<file path="src/rtl/mem_arbiter.sv">
// Round-robin two-port arbiter that turns 1/2/4/8-byte big-endian accesses
// into byte-serial mem operations and reassembles read bytes into 64 bits.
module mem_arbiter #(
    parameter int RD_LAT = 3,
    parameter int AW     = 15
) (
    input  logic          clk,
    input  logic          rst,
    input  logic          a_req,
    input  logic          a_we,
    input  logic [1:0]    a_size,
    input  logic [AW-1:0] a_addr,
    input  logic [63:0]   a_wdata,
    output logic          a_ack,
    output logic [63:0]   a_rdata,
    input  logic          b_req,
    input  logic          b_we,
    input  logic [1:0]    b_size,
    input  logic [AW-1:0] b_addr,
    input  logic [63:0]   b_wdata,
    output logic          b_ack,
    output logic [63:0]   b_rdata,
    output logic [AW-1:0] mem_addr,
    output logic          mem_write,
    output logic [7:0]    mem_wdata,
    input  logic [7:0]    mem_rdata,
    output logic          busy
);

    typedef enum logic [1:0] {IDLE, ISSUE, DRAIN, DONE} state_t;

    state_t            state, state_n;
    logic              ptr;
    logic              gnt_b;
    logic              we_l;
    logic [2:0]        n_m1;
    logic [2:0]        idx;
    logic [2:0]        cap_cnt;
    logic [63:0]       wdata_l;
    logic [55:0]       acc;
    logic [RD_LAT-1:0] vld;

    logic              grant;
    logic              grant_b;
    logic              last_issue;
    logic              cap;
    logic              last_cap;
    logic [63:0]       acc_n;

    logic              sel_we;
    logic [1:0]        sel_size;
    logic [AW-1:0]     sel_addr;
    logic [63:0]       sel_wdata;
    logic [2:0]        sel_nm1;

    assign sel_we    = grant_b ? b_we    : a_we;
    assign sel_size  = grant_b ? b_size  : a_size;
    assign sel_addr  = grant_b ? b_addr  : a_addr;
    assign sel_wdata = grant_b ? b_wdata : a_wdata;
    // byte count minus one: 0,1,3,7
    assign sel_nm1   = {&sel_size, sel_size[1], |sel_size};

    assign last_issue = (idx == n_m1);
    assign cap        = vld[RD_LAT-1];
    assign last_cap   = cap && (cap_cnt == n_m1);
    assign acc_n      = {acc, mem_rdata};

    assign a_ack = (state == DONE) && !gnt_b;
    assign b_ack = (state == DONE) && gnt_b;
    assign busy  = (state != IDLE);

    always_ff @(posedge clk or posedge rst) begin
        if (rst) state <= IDLE;
        else     state <= state_n;
    end

    always_comb begin
        state_n = state;
        grant   = 1'b0;
        grant_b = 1'b0;
        unique case (state)
            IDLE: begin
                if (a_req || b_req) begin
                    grant   = 1'b1;
                    grant_b = b_req && (!a_req || ptr);
                    state_n = ISSUE;
                end
            end
            ISSUE: begin
                if (last_issue) state_n = we_l ? DONE : DRAIN;
            end
            DRAIN: begin
                if (last_cap) state_n = DONE;
            end
            DONE:    state_n = IDLE;
            default: state_n = IDLE;
        endcase
    end

    always_ff @(posedge clk or posedge rst) begin
        if (rst) begin
            ptr       <= 1'b0;
            gnt_b     <= 1'b0;
            we_l      <= 1'b0;
            n_m1      <= 3'd0;
            idx       <= 3'd0;
            cap_cnt   <= 3'd0;
            wdata_l   <= 64'd0;
            acc       <= 56'd0;
            vld       <= '0;
            mem_addr  <= '0;
            mem_write <= 1'b0;
            mem_wdata <= 8'd0;
            a_rdata   <= 64'd0;
            b_rdata   <= 64'd0;
        end else begin
            // one flag per read byte, emerging when its data is on mem_rdata
            vld <= {vld[RD_LAT-2:0], (state == ISSUE) && !we_l};
            if (cap) begin
                acc     <= acc_n[55:0];
                cap_cnt <= cap_cnt + 3'd1;
            end
            unique case (state)
                IDLE: begin
                    if (grant) begin
                        if (a_req && b_req) ptr <= ~ptr;
                        gnt_b     <= grant_b;
                        we_l      <= sel_we;
                        n_m1      <= sel_nm1;
                        wdata_l   <= sel_wdata;
                        idx       <= 3'd0;
                        cap_cnt   <= 3'd0;
                        acc       <= 56'd0;
                        mem_addr  <= sel_addr;
                        mem_write <= sel_we;
                        if (sel_we) mem_wdata <= sel_wdata[{sel_nm1, 3'b000} +: 8];
                    end
                end
                ISSUE: begin
                    if (last_issue) begin
                        mem_write <= 1'b0;
                    end else begin
                        idx      <= idx + 3'd1;
                        mem_addr <= mem_addr + AW'(1);
                        if (we_l) mem_wdata <= wdata_l[{n_m1 - idx - 3'd1, 3'b000} +: 8];
                    end
                end
                DRAIN: begin
                    if (last_cap) begin
                        if (gnt_b) b_rdata <= acc_n;
                        else       a_rdata <= acc_n;
                    end
                end
                default: ;
            endcase
        end
    end

endmodule

</file>
<file path="config.mk">
export PLATFORM = sky130hd
export DESIGN_NAME = mem_arbiter
export DESIGN_NICKNAME = d
export VERILOG_FILES = /design/src/rtl/mem_arbiter.sv
export SDC_FILE = /design/constraint.sdc
export NUM_CORES = 1
export LEC_CHECK = 0
export CAP_MARGIN = 10
export CORE_ASPECT_RATIO = 0.6
export CORE_MARGIN = 2
export CORE_UTILIZATION = 29
export CTS_CLUSTER_DIAMETER = 100
export CTS_CLUSTER_SIZE = 30
export DETAILED_ROUTE_END_ITERATION = 10
export PLACE_DENSITY_LB_ADDON = 0.12
export REMOVE_ABC_BUFFERS = 1
export SLEW_MARGIN = 20
export SYNTH_ARGS = -nofsm -noshare
export SYNTH_HDL_FRONTEND = slang
export SYNTH_SLANG_ARGS = --single-unit
</file>
<file path="constraint.sdc">
create_clock -name clk -period 14.9 [get_ports clk]
set_clock_uncertainty 0.05 [all_clocks]
set_input_delay 2.98 -clock clk [delete_from_list [all_inputs] [get_ports clk]]
set_output_delay 2.98 -clock clk [all_outputs]
set_load 0.02 [all_outputs]
</file>
==> impl_metrics.env <==
export IMPL_highest_layer="met4"
export IMPL_yosys_area_top_type="dfrtp_1"
export IMPL_drt_pass1_iter_count=5
export IMPL_drive_above_1_share=0.1501
export IMPL_gr_usage_all_layers=0.1672
export IMPL_antenna_found_initial=0
export IMPL_hpwl_um=27480
export IMPL_netlist_area_um2=13520
export IMPL_rsz0062_at_grt="false"
export IMPL_dieHeight_um=171.2
export IMPL_fin_cells=2089
export IMPL_slew_headroom=0.3035
export IMPL_gr_total_overflow=0
export IMPL_areaGrowthSynthToFinish_pct=30.89
export IMPL_htreeDepth=1
export IMPL_final_util=0.3831
export IMPL_avgRoutedWirePerCell_um=19.52
export IMPL_slew_viol_final=0
export IMPL_seq_area_frac_synth=0.5351
export IMPL_synth_cell_types=64
export IMPL_coreArea_um2=46180
export IMPL_clock_tree_root_cell="clkbuf_16"
export IMPL_cp_end_kind="primary output"
export IMPL_boundaryPins=331
export IMPL_crit_arrival_ps=2440
export IMPL_power_density_nw_per_um2=181.4
export IMPL_rrSetupSlack_ps=11770
export IMPL_insertion_delay_ps=520
export IMPL_cts_tree="yes"
export IMPL_worst_ep_required_time_ps=11870
export IMPL_grt_pass1_vias=10210
export IMPL_final_antenna_net_count=0
export IMPL_dp_cells=2073
export IMPL_fmax_ghz=0.1829
export IMPL_post_synth_top_area_fraction=0.5351
export IMPL_rows=61
export IMPL_finalHoldViolations=0
export IMPL_clock_sinks=289
export IMPL_start_util=0.2927
export IMPL_async_reset_ff_frac=1.000
export IMPL_synth_seq_cells=289
export IMPL_clk_pin_slew_worst_paths_ps=120
export IMPL_drc=0
export IMPL_routed_wl_met3_um=1837
export IMPL_max_vdd_ir_drop_mv=0.1070
export IMPL_status="finished, final reports clean"
export IMPL_hold_class="reg -> reg"
export IMPL_drtIter0Drc=710
export IMPL_drt_wl_total_um=40780
export IMPL_wl_met1_um=19320
export IMPL_viasPerCell=4.787
export IMPL_grt_first_pass_wirelength_um=62910
export IMPL_synthCells=1184
export IMPL_dieArea_um2=48400
export IMPL_max_cap_violations=0
export IMPL_gp_congestion=0.7960
export IMPL_final_setup_tns_ps=0
export IMPL_cts_resized=0
export IMPL_diodes=0
export IMPL_finalCriticalPeriod_ps=5468
export IMPL_grt_max_degree=164
export IMPL_fin_nets=1645
export IMPL_vias=10000
export IMPL_tightestPinTransition_ps=1045
export IMPL_die_width_um=282.7
export IMPL_critical_path_class="reg -> out"
export IMPL_holdBufCountCts=0
export IMPL_critPathLaunchType="flop"
export IMPL_cts_buffers=13
export IMPL_dr_wl_met2_um=18790
export IMPL_finalCritPeriodShare=0.3670
export IMPL_yosysWarnings=0
export IMPL_setup_violations=0
export IMPL_synthFlopType="dfrtp_1"
export IMPL_syn_avg_cell_area_um2=11.42
export IMPL_synthTopCellsByArea="dfrtp_1 (54%), mux2_2 (13%), mux2i_1 (6.5%)"
export IMPL_post_cts_setup_buffer_count=0
export IMPL_p_leak_nw=7.635
export IMPL_cts_buffer_depth=3
export IMPL_cp_max_fo=8
export IMPL_synth_edf_count=0
export IMPL_portBuffers=330
[registers in the layout, summed over array words and instances, names as in the netlist, 2 cells and up]
register / count
a_rdata: 64
wdata_l: 64
state: 2
b_rdata: 64
cap_cnt: 3
mem_wdata: 8
idx: 3
vld: 3
mem_addr: 15
acc: 56
n_m1: 3
[layer usage]
metal / global-route usage / vias up
li1: - / 4724
met1: 0.2407 / 5030
met2: 0.2620 / 209
met3: 0.03178 / 37
met4: 0.03405 / 0
met5: 0 / -
[critical path, stage by stage, from the launching register on]
cell	delay [ps]
dfrtp_1	430
inv_1	140
ha_1	360
clkinv_1	360
clkdlybuf4s50_1	640
[cells by family (layout without fill, tap and decap cells)]
group	Yosys count	after routing	share of synthesized area
compound gates	157	157	0.07471
xor+xnor	8	8	0.006296
fa+ha+maj	11	11	0.01074
buf+inv	94	369	0.03351
flops	289	289	0.5351
mux	262	262	0.2251
simple gates	363	363	0.1145
[metrics by stage]
step / worst slack, ps / hold WS, ps / instance area, um2 / power (mW)
3_5_place_dp: 9092 / 287.9 / 17340 / 2.815
3_3_place_gp: 9109 / 288.2 / 17350 / 2.796
4_1_cts: 9373 / 317.6 / 17690 / 3.263
2_1_floorplan: 3893 / 281.2 / 13100 / 2.219
5_1_grt: 9289 / 334.5 / 17690 / 3.453
6_report: 9432 / 314.9 / 17690 / 3.209
[cells in the mapped netlist (2+ instances only)]
cell	n
a22o_1	2
dfrtp_1	289
nand4_1	8
a21oi_1	17
o22a_1	3
nor2b_1	2
nor4_1	7
nand2b_1	2
clkbuf_1	25
ha_1	10
o31ai_1	3
and2_1	6
o21ai_2	2
buf_6	4
and4_1	3
mux2_2	156
mux2i_1	88
xnor2_1	5
o21ai_1	7
a221oi_1	2
o21ai_0	20
nor2_1	134
nor3_1	7
o22ai_1	5
nand3_1	9
nand2_1	167
nor4bb_1	7
o211ai_1	8
a2bb2oi_1	2
inv_1	8
a211oi_1	7
mux4_2	18
buf_1	2
a31oi_1	66
buf_2	53
o21a_1	2
[cells in the final DEF (no fill, tap or decap), drive strengths merged, types with 15 or more instances in the layout]
cell,instances
mux2,156
clkdlybuf4s50,328
dfrtp,289
mux2i,88
buf,16
mux4,18
nand2,168
a31oi,66
a21oi,17
clkbuf,15
nor2,136
o21ai,29
[where the power goes]
part	switching, mW	internal, mW	total [mW]	leakage (nW)
registers	0.212	1.05	1.26	3.73
clock network	0.263	0.168	0.431	0.175
logic	0.801	0.716	1.52	3.73
total	1.28	1.93	3.21	7.63
[final cells by class]
| type | instances | area (um2) |
|---|---|---|
| clock buffer | 15 | 342.8 |
| tap | 630 | 788.3 |
| inverter | 9 | 41.29 |
| sequential | 289 | 7236 |
| timing repair buffer | 344 | 3411 |
| fill | 4561 | 28480 |
| clock inverter | 1 | 11.26 |
| multi-input combinational | 801 | 5861 |
[final timing paths]
path,startpoint,end,cells past startpoint
min in group asynchronous,rst,b_rdata[59]$_DFFE_PP0P_,2
max in group asynchronous,rst,wdata_l[49]$_DFFE_PP0P_,4
min reg2reg,vld[0]$_DFF_PP0_,vld[1]$_DFF_PP0_,0
min,vld[0]$_DFF_PP0_,vld[1]$_DFF_PP0_,0
max reg2reg,state[1]$_DFFE_PP0P_,mem_addr[13]$_DFFE_PP0P_,9
max,state[0]$_DFFE_PP0P_,busy,4
(Power assumes the default switching activity.)
